`src/rtl/memory_bridge.sv`:
```
// memory_bridge: decodes the arbiter's single memory_* request into RAM,
// peripheral or unmapped space, forwards it as a registered downstream
// request and returns exactly one registered ready/error pulse upstream.
// Optional build macro: MEMORY_BRIDGE_TIMEOUT_EN (bounds the peripheral wait
// to TIMEOUT_CYCLES cycles; without it the peripheral may stall forever).
module memory_bridge #(
  parameter logic [31:0] RAM_BASE       = 32'h0000_0000,
  parameter logic [31:0] RAM_SIZE       = 32'h0010_0000,
  parameter logic [31:0] PERIPH_BASE    = 32'h8000_0000,
  parameter logic [31:0] PERIPH_SIZE    = 32'h0001_0000,
  parameter int          TIMEOUT_CYCLES = 16
) (
  input  logic        clk_i,
  input  logic        rst_i,
  input  logic        memory_valid_i,
  input  logic        memory_instr_i,
  input  logic [31:0] memory_addr_i,
  input  logic [31:0] memory_wdata_i,
  input  logic [3:0]  memory_wstrb_i,
  output logic [31:0] memory_rdata_o,
  output logic        memory_error_o,
  output logic        memory_ready_o,
  output logic        ram_valid_o,
  output logic        ram_instr_o,
  output logic [31:0] ram_addr_o,
  output logic [31:0] ram_wdata_o,
  output logic [3:0]  ram_wstrb_o,
  input  logic [31:0] ram_rdata_i,
  input  logic        ram_ready_i,
  output logic        periph_valid_o,
  output logic [31:0] periph_addr_o,
  output logic [31:0] periph_wdata_o,
  output logic [3:0]  periph_wstrb_o,
  input  logic [31:0] periph_rdata_i,
  input  logic        periph_ready_i,
  input  logic        periph_error_i
);

  typedef enum logic [1:0] {
    ST_IDLE   = 2'd0,
    ST_RAM    = 2'd1,
    ST_PERIPH = 2'd2,
    ST_RESP   = 2'd3
  } state_t;

  state_t      state_q;
  logic        ram_valid_q, ram_instr_q;
  logic [31:0] ram_addr_q, ram_wdata_q;
  logic [3:0]  ram_wstrb_q;
  logic        periph_valid_q;
  logic [31:0] periph_addr_q, periph_wdata_q;
  logic [3:0]  periph_wstrb_q;
  logic        mem_ready_q, mem_error_q;
  logic [31:0] mem_rdata_q;

  logic ram_hit, periph_hit;

  // Region decode; RAM takes priority if the windows were ever to overlap.
  assign ram_hit    = (memory_addr_i & ~(RAM_SIZE - 32'd1)) == RAM_BASE;
  assign periph_hit = (memory_addr_i & ~(PERIPH_SIZE - 32'd1)) == PERIPH_BASE;

`ifdef MEMORY_BRIDGE_TIMEOUT_EN
  localparam int CNT_W = $clog2(TIMEOUT_CYCLES + 1);
  localparam logic [CNT_W-1:0] CNT_LIMIT = CNT_W'(TIMEOUT_CYCLES - 1);
  logic [CNT_W-1:0] cnt_q;
`else
  logic unused_timeout;
  assign unused_timeout = (TIMEOUT_CYCLES == 0);
`endif

  // Request FSM; every output is a register so nothing upstream or downstream
  // sees a combinational path through the bridge.
  always_ff @(posedge clk_i or posedge rst_i) begin
    if (rst_i) begin
      state_q        <= ST_IDLE;
      ram_valid_q    <= 1'b0;
      ram_instr_q    <= 1'b0;
      ram_addr_q     <= '0;
      ram_wdata_q    <= '0;
      ram_wstrb_q    <= '0;
      periph_valid_q <= 1'b0;
      periph_addr_q  <= '0;
      periph_wdata_q <= '0;
      periph_wstrb_q <= '0;
      mem_ready_q    <= 1'b0;
      mem_error_q    <= 1'b0;
      mem_rdata_q    <= '0;
`ifdef MEMORY_BRIDGE_TIMEOUT_EN
      cnt_q          <= '0;
`endif
    end else begin
      case (state_q)
        ST_IDLE: begin
          if (memory_valid_i) begin
            if (ram_hit) begin
              ram_valid_q <= 1'b1;
              ram_instr_q <= memory_instr_i;
              ram_addr_q  <= memory_addr_i;
              ram_wdata_q <= memory_wdata_i;
              ram_wstrb_q <= memory_wstrb_i;
              state_q     <= ST_RAM;
            end else if (periph_hit) begin
              periph_valid_q <= 1'b1;
              periph_addr_q  <= memory_addr_i;
              periph_wdata_q <= memory_wdata_i;
              periph_wstrb_q <= memory_wstrb_i;
`ifdef MEMORY_BRIDGE_TIMEOUT_EN
              cnt_q          <= '0;
`endif
              state_q        <= ST_PERIPH;
            end else begin
              mem_error_q <= 1'b1;
              mem_rdata_q <= '0;
              state_q     <= ST_RESP;
            end
          end
        end
        ST_RAM: begin
          if (ram_ready_i) begin
            ram_valid_q <= 1'b0;
            ram_instr_q <= 1'b0;
            ram_addr_q  <= '0;
            ram_wdata_q <= '0;
            ram_wstrb_q <= '0;
            mem_ready_q <= 1'b1;
            mem_rdata_q <= ram_rdata_i;
            state_q     <= ST_RESP;
          end
        end
        ST_PERIPH: begin
          if (periph_ready_i || periph_error_i) begin
            periph_valid_q <= 1'b0;
            periph_addr_q  <= '0;
            periph_wdata_q <= '0;
            periph_wstrb_q <= '0;
            mem_ready_q    <= ~periph_error_i;
            mem_error_q    <= periph_error_i;
            mem_rdata_q    <= periph_error_i ? 32'd0 : periph_rdata_i;
            state_q        <= ST_RESP;
          end
`ifdef MEMORY_BRIDGE_TIMEOUT_EN
          else if (cnt_q == CNT_LIMIT) begin
            periph_valid_q <= 1'b0;
            periph_addr_q  <= '0;
            periph_wdata_q <= '0;
            periph_wstrb_q <= '0;
            mem_error_q    <= 1'b1;
            mem_rdata_q    <= '0;
            state_q        <= ST_RESP;
          end else begin
            cnt_q <= cnt_q + CNT_W'(1);
          end
`endif
        end
        ST_RESP: begin
          mem_ready_q <= 1'b0;
          mem_error_q <= 1'b0;
          mem_rdata_q <= '0;
          state_q     <= ST_IDLE;
        end
        default: state_q <= ST_IDLE;
      endcase
    end
  end

  assign memory_rdata_o = mem_rdata_q;
  assign memory_error_o = mem_error_q;
  assign memory_ready_o = mem_ready_q;
  assign ram_valid_o    = ram_valid_q;
  assign ram_instr_o    = ram_instr_q;
  assign ram_addr_o     = ram_addr_q;
  assign ram_wdata_o    = ram_wdata_q;
  assign ram_wstrb_o    = ram_wstrb_q;
  assign periph_valid_o = periph_valid_q;
  assign periph_addr_o  = periph_addr_q;
  assign periph_wdata_o = periph_wdata_q;
  assign periph_wstrb_o = periph_wstrb_q;

endmodule

```
`config.mk`:
```
export PLATFORM = sky130hd
export DESIGN_NAME = memory_bridge
export DESIGN_NICKNAME = d
export VERILOG_FILES = /design/src/rtl/memory_bridge.sv
export SDC_FILE = /design/constraint.sdc
export NUM_CORES = 1
export LEC_CHECK = 0
export CAP_MARGIN = 20
export CORE_ASPECT_RATIO = 0.6
export CORE_UTILIZATION = 28
export DETAILED_ROUTE_END_ITERATION = 10
export GPL_ROUTABILITY_DRIVEN = 0
export REMOVE_ABC_BUFFERS = 1
export SYNTH_ARGS = -nofsm -noshare
export SYNTH_HDL_FRONTEND = slang
export SYNTH_SLANG_ARGS = --single-unit
export TNS_END_PERCENT = 50
```
`constraint.sdc`:
```
create_clock -name clk_i -period 5.65 [get_ports clk_i]
set_input_delay 1.13 -clock clk_i [delete_from_list [all_inputs] [get_ports clk_i]]
set_output_delay 1.13 -clock clk_i [all_outputs]
set_load 0.1 [all_outputs]
```
==> results of run 1 <==
[placed cells by master (no fill, tap or decap), types with 4 or more instances in the layout]
cell type | netlist | layout
and2_1 | 17 | 17
a22oi_1 | 32 | 32
and2_4 | 10 | 10
clkinv_4 | 0 | 4
clkdlybuf4s50_1 | 0 | 311
clkbuf_16 | 0 | 17
buf_4 | 0 | 10
dfrtp_1 | 175 | 175
o2bb2ai_1 | 32 | 32
ha_1 | 5 | 5
a22o_1 | 110 | 110
[cell usage after synthesis, types with 4 or more instances]
cell type	n
clkbuf_1	22
and2_4	10
a22oi_1	32
dfrtp_1	175
nor3_1	4
a22o_1	110
and2_1	17
buf_6	8
inv_1	4
ha_1	5
o2bb2ai_1	32
buf_2	8
[per-layer routing]
layer	vias to the layer above	routed length [um]	GRT usage [%]
li1	2389	-	-
met1	2596	10500	26.0
met2	175	8380	23.0
met3	14	1250	5.08
met4	0	189	4.77
met5	-	0	0
[critical path, delay by kind of cell]
family	cells	cell delay, ns
simple gates	3	1.38
buf+inv	2	1.00
compound gates	1	0.22
[final timing paths]
path / cells after the start / start / end
worst max-delay path: 6 / memory_addr_i[18] / periph_addr_o[11]
worst min-delay path: 1 / periph_addr_o[31] / periph_addr_o[31]
worst max register to register: 7 / state_q[1] / ram_wdata_o[26]
worst min register to register: 1 / periph_addr_o[31] / periph_addr_o[31]
max in group asynchronous: 3 / rst_i / ram_wdata_o[18]
min in group asynchronous: 2 / rst_i / memory_rdata_o[5]
[state kept, by name, summed over array words and instances, names as in the netlist]
signal	flops
memory_rdata_o	32
periph_addr_o	32
periph_wstrb_o	4
memory_error_o	1
ram_instr_o	1
memory_ready_o	1
ram_wdata_o	32
state_q	2
periph_valid_o	1
ram_addr_o	32
ram_valid_o	1
periph_wdata_o	32
ram_wstrb_o	4
[kinds of logic after synthesis]
family	synth area share, %
fa+ha+maj	0.947
flops	66.3
simple gates	5.38
buf+inv	3.56
compound gates	23.8
[through the flow]
step | std cells | util [%]
floorplan | 422 | -
global placement | 1058 | 43.2
detailed placement | 1059 | 43.3
CTS | 1091 | 45.7
global route | 1091 | 45.7
finish | 1091 | 45.7
[power breakdown]
part           switching [mW]  total (mW)  internal (mW)
sequential             0.0708        1.45           1.38
combinational            1.46        1.94          0.476
clock                   0.501        1.14          0.635
total                    2.04        4.53           2.49
[cell type report]
cell class,count,share of cell area (%)
Sequential cell,175,41.4
Timing Repair Buffer,322,30.4
Multi-Input combinational cell,243,18.9
Clock buffer,21,4.35
Tap cell,315,3.73
Clock inverter,11,1.02
Inverter,4,0.189
==> flow_metrics.env, run 1 <==
export IMPL_status="finished clean"
export IMPL_timing_critical_path_slowest_cell_delay_ns=0.57
export IMPL_irDropWorstVdd_v=0.000340
export IMPL_synth_top_cell_by_area="dfrtp_1"
export IMPL_pin_count=312
export IMPL_detail_route_antenna_nets=0
export IMPL_post_dp_hpwl_um=14200
export IMPL_ff_latch_area_um2=4380
export IMPL_design_final_nets=907
export IMPL_synth_cell_types=35
export IMPL_die_area_um2=24200
export IMPL_syn2layout_area_growth_pct=60.1
export IMPL_grtUsageTotal_pct=17.1
export IMPL_setup_violations_final=0
export IMPL_first_global_vias=5251
export IMPL_synth_cell_area_um2=6610
export IMPL_placed_area_um2=10000
export IMPL_synth_seq_cells=175
export IMPL_cts_hold_fix_buffers=0
export IMPL_critical_path_class="primary input to register"
export IMPL_tritoncts_num_buffers=17
export IMPL_yosysWarnings=0
export IMPL_r2r_setup_slack_ns=2.50
export IMPL_ys_seq_area_share_pct=66.3
export IMPL_io_buffers=311
export IMPL_clock_sinks=175
export IMPL_multi_input_area_um2=2000
export IMPL_crit_required_ns=6.01
export IMPL_clock_insertion_delay_worst_skew_ns=0.43
export IMPL_p_total_mw=4.53
export IMPL_post_route_drc_count=0
export IMPL_cts_resized=0
export IMPL_hold_path_class="register to register"
export IMPL_worst_setup_path_end_kind="register"
export IMPL_grt_overflow_total=0
export IMPL_timing_clock_skew_ns=0.00875
export IMPL_power_density_cell_area_nw_per_um2=428
export IMPL_layout_drive_gt1_share_pct=7.47
export IMPL_start_util_pct=28.6
export IMPL_aggregate_routed_wire_length_um=20300
export IMPL_layout_filler_cells=2102
export IMPL_final_cell_area_um2=10600
export IMPL_detailedRoute_firstPassIterationCount=4
export IMPL_maxClockFrequency_mhz=290
export IMPL_period_share_pct=61.0
export IMPL_cp_arrival_ns=3.80
export IMPL_final_max_slew_violation_count=0
export IMPL_timing_slew_headroom_pct=30.6
export IMPL_antenna_found_initial=0
export IMPL_final_critical_path_setup_slack_ns=2.21
export IMPL_ys_flop_type="dfrtp_1"
export IMPL_synth_enable_flop_cells=0
export IMPL_hold_ws_ns=0.477
export IMPL_fp_coreArea_um2=23100
export IMPL_worst_pin_slew_ns=1.04
export IMPL_clkTransAtPathRegs_ns=0.06
export IMPL_crit_path_start_kind="primary input"
export IMPL_critical_path_cell_chain="clkdlybuf4s50_1, or4_1, or4b_4, nor3_4, buf_4, a22o_1"
export IMPL_fin_tns_setup_ns=0
export IMPL_post_synth_cell_area_avg_um2=14.3
export IMPL_cts_setup_buffers=0
export IMPL_max_clock_path_buffers=2
export IMPL_grt_setup_unrepaired="no"
export IMPL_cts_root_buffer="clkbuf_16"
export IMPL_grt_max_degree=104
export IMPL_placement_rows=43
export IMPL_post_synth_main_area_contributors="dfrtp_1 66%, a22o_1 15%, o2bb2ai_1 4.2%"
export IMPL_routed_via_density=4.74
export IMPL_cap_violations=0
export IMPL_synth_top_area_share_pct=66.3
export IMPL_insertedDiodeCount=0
export IMPL_cts_htree_levels=4
export IMPL_critical_path_peak_fanout=49
export IMPL_dpl_worst_slack_ns=1.77
export IMPL_cellLeakagePower_nw=4.59
export IMPL_synth_cells=462
export IMPL_global_route_wire_length_before_repair_um=31900
export IMPL_cts_tree="built"
export IMPL_min_period_ns=3.44
export IMPL_detail_route_wl_per_cell_um=18.6
export IMPL_first_iteration_detailed_routing_drc_count=278
export IMPL_critical_path_top_delay_cell="or4_1"
export IMPL_timing_hold_violations_final=0
export IMPL_post_synth_arst_share_pct=100
export IMPL_floorplan_die_height_um=121
export IMPL_fp_dieW_um=200
export IMPL_route_vias_total=5174
(Power assumes the default switching activity.)
==> run 2, diff against run 1 <==
clock period = 3.1 ns   (was 5.65 ns; I/O delays follow)
==> flow_metrics.env, run 2 (synthesis gave the netlist of run 1 again) <==
export IMPL_layout_filler_cells=2179
export IMPL_timing_clock_skew_ns=0.00798
export IMPL_clock_insertion_delay_worst_skew_ns=0.43
export IMPL_worst_path_dominant_cell_family="simple AND/OR/NAND/NOR gates"
export IMPL_tritoncts_num_buffers=17
export IMPL_min_path_cells=1
export IMPL_final_critical_path_setup_slack_ns=0.488
export IMPL_placement_rows=43
export IMPL_grt_overflow_total=0
export IMPL_detail_route_wl_per_cell_um=18.8
export IMPL_placed_area_um2=9690
export IMPL_r2r_end="ram_wdata_o[4]"
export IMPL_hold_path_class="register to register"
export IMPL_mostFrequentLayoutCell="buf_4"
export IMPL_worst_path_buf_inv=3
export IMPL_worst_pin_slew_ns=0.595
export IMPL_regToRegStartpoint="state_q[0]"
export IMPL_dpl_worst_slack_ns=0.0934
export IMPL_global_route_wire_length_before_repair_um=32000
export IMPL_grt_max_degree=58
export IMPL_routed_via_density=4.80
export IMPL_timing_hold_violations_final=0
export IMPL_fp_coreArea_um2=23100
export IMPL_fp_dieW_um=200
export IMPL_crit_path_start_kind="register"
export IMPL_r2r_setup_slack_ns=0.49
export IMPL_placed_cells_incl_taps=1065
export IMPL_min_from="periph_valid_o"
export IMPL_maxClockFrequency_mhz=383
export IMPL_min_delay_worst_endpoint="periph_valid_o"
export IMPL_grt_setup_unrepaired="no"
export IMPL_cap_violations=0
export IMPL_power_density_cell_area_nw_per_um2=812
export IMPL_clock_sinks=175
export IMPL_start_util_pct=28.6
export IMPL_path_depth=8
export IMPL_critical_path_cell_chain="inv_1, ha_1, nor4b_1, nand4b_1, buf_4, nor3_2, buf_4, a22o_1"
export IMPL_r2r_worst_path_cells=8
export IMPL_hold_ws_ns=0.481
export IMPL_cts_root_buffer="clkbuf_16"
export IMPL_critical_path_class="register to register"
export IMPL_min_period_ns=2.61
export IMPL_first_global_vias=5242
export IMPL_syn2layout_area_growth_pct=55.7
export IMPL_detailedRoute_firstPassIterationCount=4
export IMPL_irDropWorstVdd_v=0.000453
export IMPL_post_route_drc_count=0
export IMPL_critical_path_most_common_cell="buf_4"
export IMPL_crit_required_ns=3.47
export IMPL_critical_path_peak_fanout=27
export IMPL_status="finished clean"
export IMPL_grtUsageTotal_pct=17.2
export IMPL_most_used_cells_in_the_layout_excluding_fill_and_tap_cells="183 x buf_4, 175 x dfrtp_1, 138 x clkdlybuf4s50_1"
export IMPL_post_dp_hpwl_um=14500
export IMPL_antenna_found_initial=0
export IMPL_design_final_nets=913
export IMPL_cts_tree="built"
export IMPL_timing_slew_headroom_pct=60.3
export IMPL_cts_setup_buffers=0
export IMPL_setup_violations_final=0
export IMPL_final_max_slew_violation_count=0
export IMPL_route_vias_total=5270
export IMPL_die_area_um2=24200
export IMPL_timing_critical_path_slowest_cell_delay_ns=0.44
export IMPL_io_buffers=311
export IMPL_clkTransAtPathRegs_ns=0.07
export IMPL_cts_hold_fix_buffers=0
export IMPL_max_clock_path_buffers=2
export IMPL_worst_setup_path_end_kind="register"
export IMPL_finalNonFillerCells=1097
export IMPL_final_cell_area_um2=10300
export IMPL_insertedDiodeCount=0
export IMPL_layout_drive_gt1_share_pct=30.6
export IMPL_cts_htree_levels=4
export IMPL_period_share_pct=84.3
export IMPL_critical_path_top_delay_cell="dfrtp_1"
export IMPL_cellLeakagePower_nw=5.02
export IMPL_detail_route_antenna_nets=0
export IMPL_first_iteration_detailed_routing_drc_count=282
export IMPL_aggregate_routed_wire_length_um=20600
export IMPL_floorplan_die_height_um=121
export IMPL_cp_arrival_ns=2.98
export IMPL_cts_resized=0
export IMPL_pin_count=312
[run 2: cell types whose count changed in the layout (fill, tap and decap cells not counted)]
cell	change
inv_8	+1
clkinv_2	+1
buf_4	+173
clkdlybuf4s50_1	-173
clkbuf_1	-2
buf_16	-1
inv_6	+1
clkinv_4	+1
buf_12	+7
clkinvlp_4	-2
bufinv_16	+1
clkbuf_8	-1
[run 2: per-layer routing]
metal  part of all wire, %  routed length (um)  global-route usage (%)  vias up
met5                     0                   0                       0        -
met4                   1.5                 314                    5.96        0
met3                   6.2                1280                    5.02       23
met2                    41                8530                    23.3      177
met1                    51               10500                    25.7     2666
li1                      -                   -                       -     2404
[run 2: area by class of cell]
class	count	area [um2]	share of cell area (%)
sequential	175	4380	42.6
multi-input combinational	243	2000	19.5
clock inverter	14	156	1.52
inverter	4	20.0	0.195
clock buffer	18	439	4.27
timing repair buffer	328	2900	28.1
tap	315	394	3.83
[run 2: stage by stage]
stage | power (mW) | TNS, ns | utilization, %
2_1_floorplan | 5.07 | -490.95 | -
3_3_place_gp | 6.21 | 0 | 41.9
4_1_cts | 8.43 | 0 | 44.5
5_1_grt | 8.68 | 0 | 44.5
3_5_place_dp | 6.21 | 0 | 41.9
6_report | 8.35 | 0 | 44.5
[run 2: worst max-delay path by stage]
stage / start / end / slack (ns)
floorplan: rst_i / memory_error_o / -2.27
global placement: memory_addr_i[19] / periph_addr_o[12] / 0.13
detailed placement: memory_addr_i[19] / periph_addr_o[11] / 0.09
CTS: state_q[0] / ram_wdata_o[9] / 0.48
global route: state_q[0] / ram_wdata_o[27] / 0.17
finish: state_q[0] / ram_wdata_o[4] / 0.49
[run 2: report_power, final]
| part | internal (mW) | switching [mW] |
|---|---|---|
| combinational | 0.827 | 2.68 |
| clock | 1.22 | 0.972 |
| sequential | 2.51 | 0.137 |
==> run 3, diff against run 2 <==
clock period = 2.7 ns   (was 3.1 ns; I/O delays follow)
==> flow_metrics.env, run 3 (synthesis gave the netlist of run 1 again) <==
export IMPL_final_critical_path_setup_slack_ns=0.230
export IMPL_irDropWorstVdd_v=0.000535
export IMPL_status="finished clean"
export IMPL_power_frac_comb_pct=43.6
export IMPL_clock_insertion_delay_worst_skew_ns=0.43
export IMPL_cts_resized=0
export IMPL_worst_setup_path_end_kind="register"
export IMPL_clock_sinks=175
export IMPL_insertedDiodeCount=0
export IMPL_post_dp_hpwl_um=14300
export IMPL_dpl_worst_slack_ns=-0.193
export IMPL_seqPwrFrac_pct=32.1
export IMPL_timing_slew_headroom_pct=61.8
export IMPL_critical_path_class="primary input to register"
export IMPL_r2r_setup_slack_ns=0.33
export IMPL_final_max_slew_violation_count=0
export IMPL_first_global_vias=5327
export IMPL_critical_path_peak_fanout=39
export IMPL_detailedRoute_firstPassIterationCount=5
export IMPL_cp_arrival_ns=2.78
export IMPL_tritoncts_num_buffers=17
export IMPL_aggregate_routed_wire_length_um=20100
export IMPL_design_final_nets=925
export IMPL_setup_violations_final=0
export IMPL_period_share_pct=91.5
export IMPL_power_switching_fraction_pct=45.2
export IMPL_hold_ws_ns=0.480
export IMPL_finalNonFillerCells=1109
export IMPL_most_used_cells_in_the_layout_excluding_fill_and_tap_cells="192 x buf_4, 175 x dfrtp_1, 138 x clkdlybuf4s50_1"
export IMPL_routed_via_density=4.65
export IMPL_die_area_um2=24200
export IMPL_antenna_found_initial=0
export IMPL_min_path_cells=1
export IMPL_p_total_mw=9.48
export IMPL_grt_overflow_total=0
export IMPL_share_clk_of_total_power_pct=24.3
export IMPL_cts_root_buffer="clkbuf_16"
export IMPL_timing_hold_violations_final=0
export IMPL_pin_count=312
export IMPL_floorplan_die_height_um=121
export IMPL_grtUsageTotal_pct=17.1
export IMPL_placement_rows=43
export IMPL_start_util_pct=28.6
export IMPL_route_vias_total=5154
export IMPL_timing_clock_skew_ns=0.00769
export IMPL_power_density_cell_area_nw_per_um2=914
export IMPL_r2r_worst_path_cells=9
export IMPL_fp_coreArea_um2=23100
export IMPL_syn2layout_area_growth_pct=57.0
export IMPL_placed_area_um2=9820
export IMPL_crit_path_start_kind="primary input"
export IMPL_first_iteration_detailed_routing_drc_count=256
export IMPL_io_buffers=311
export IMPL_min_period_ns=2.47
export IMPL_hold_path_class="register to register"
export IMPL_fp_dieW_um=200
export IMPL_cts_htree_levels=4
export IMPL_clkTransAtPathRegs_ns=0.06
export IMPL_mostFrequentLayoutCell="buf_4"
export IMPL_crit_required_ns=3.01
export IMPL_detail_route_wl_per_cell_um=18.1
export IMPL_cap_violations=0
export IMPL_cts_setup_buffers=0
export IMPL_final_cell_area_um2=10400
export IMPL_internal_power_contribution_mw=5.19
export IMPL_sw_power_mw=4.28
export IMPL_layout_drive_gt1_share_pct=31.5
export IMPL_global_route_wire_length_before_repair_um=31800
export IMPL_cts_hold_fix_buffers=0
export IMPL_grt_setup_unrepaired="no"
export IMPL_detail_route_antenna_nets=0
export IMPL_placed_cells_incl_taps=1077
export IMPL_grt_max_degree=55
export IMPL_post_route_drc_count=0
export IMPL_cellLeakagePower_nw=5.05
export IMPL_cts_tree="built"
export IMPL_max_clock_path_buffers=2
export IMPL_worst_pin_slew_ns=0.568
export IMPL_maxClockFrequency_mhz=405
## run 3: cell type report
cell class,count,area (um2)
clock buffers,21,470
well taps,315,394
inverters,4,20.0
clock inverters,11,82.6
fillers,2157,12800
repair buffers,340,3020
multi-input cells,243,2000
flip-flops and latches,175,4380
## run 3: metrics by stage
stage               TNS (ns)  util [%]
floorplan            -589.04         -
global placement       -9.13      42.4
detailed placement    -10.69      42.4
CTS                        0      44.8
global route               0      44.8
finish                     0      44.8
## run 3: final timing paths
kind	end	startpoint
max	periph_wdata_o[26]	memory_addr_i[19]
min	periph_addr_o[31]	periph_addr_o[31]
max reg2reg	ram_wstrb_o[2]	state_q[1]
min reg2reg	periph_addr_o[31]	periph_addr_o[31]
max in group asynchronous	ram_addr_o[7]	rst_i
min in group asynchronous	memory_rdata_o[13]	rst_i
## run 3: critical path, stage by stage
cell and delay, ns:
clkdlybuf4s50_1 0.41, or4_1 0.59, or4b_4 0.52, o32a_2 0.24, buf_12 0.18, a22o_1 0.25
## run 3: power groups by stage
| stage | combinational (mW) | clock (mW) | sequential, mW |
|---|---|---|---|
| global route | 4.34 | 2.49 | 3.08 |
| detailed placement | 4.16 | 0 | 3.08 |
| floorplan | 0.929 | 0 | 4.90 |
| global placement | 4.15 | 0 | 3.09 |
| CTS | 4.16 | 2.38 | 3.04 |
| finish | 4.13 | 2.31 | 3.04 |
## run 3: metal layers
layer | wire (um) | global-route usage (%)
met1 | 10500 | 26.2
met2 | 8200 | 22.5
met3 | 1190 | 5.45
met4 | 178 | 4.25
met5 | 0 | 0
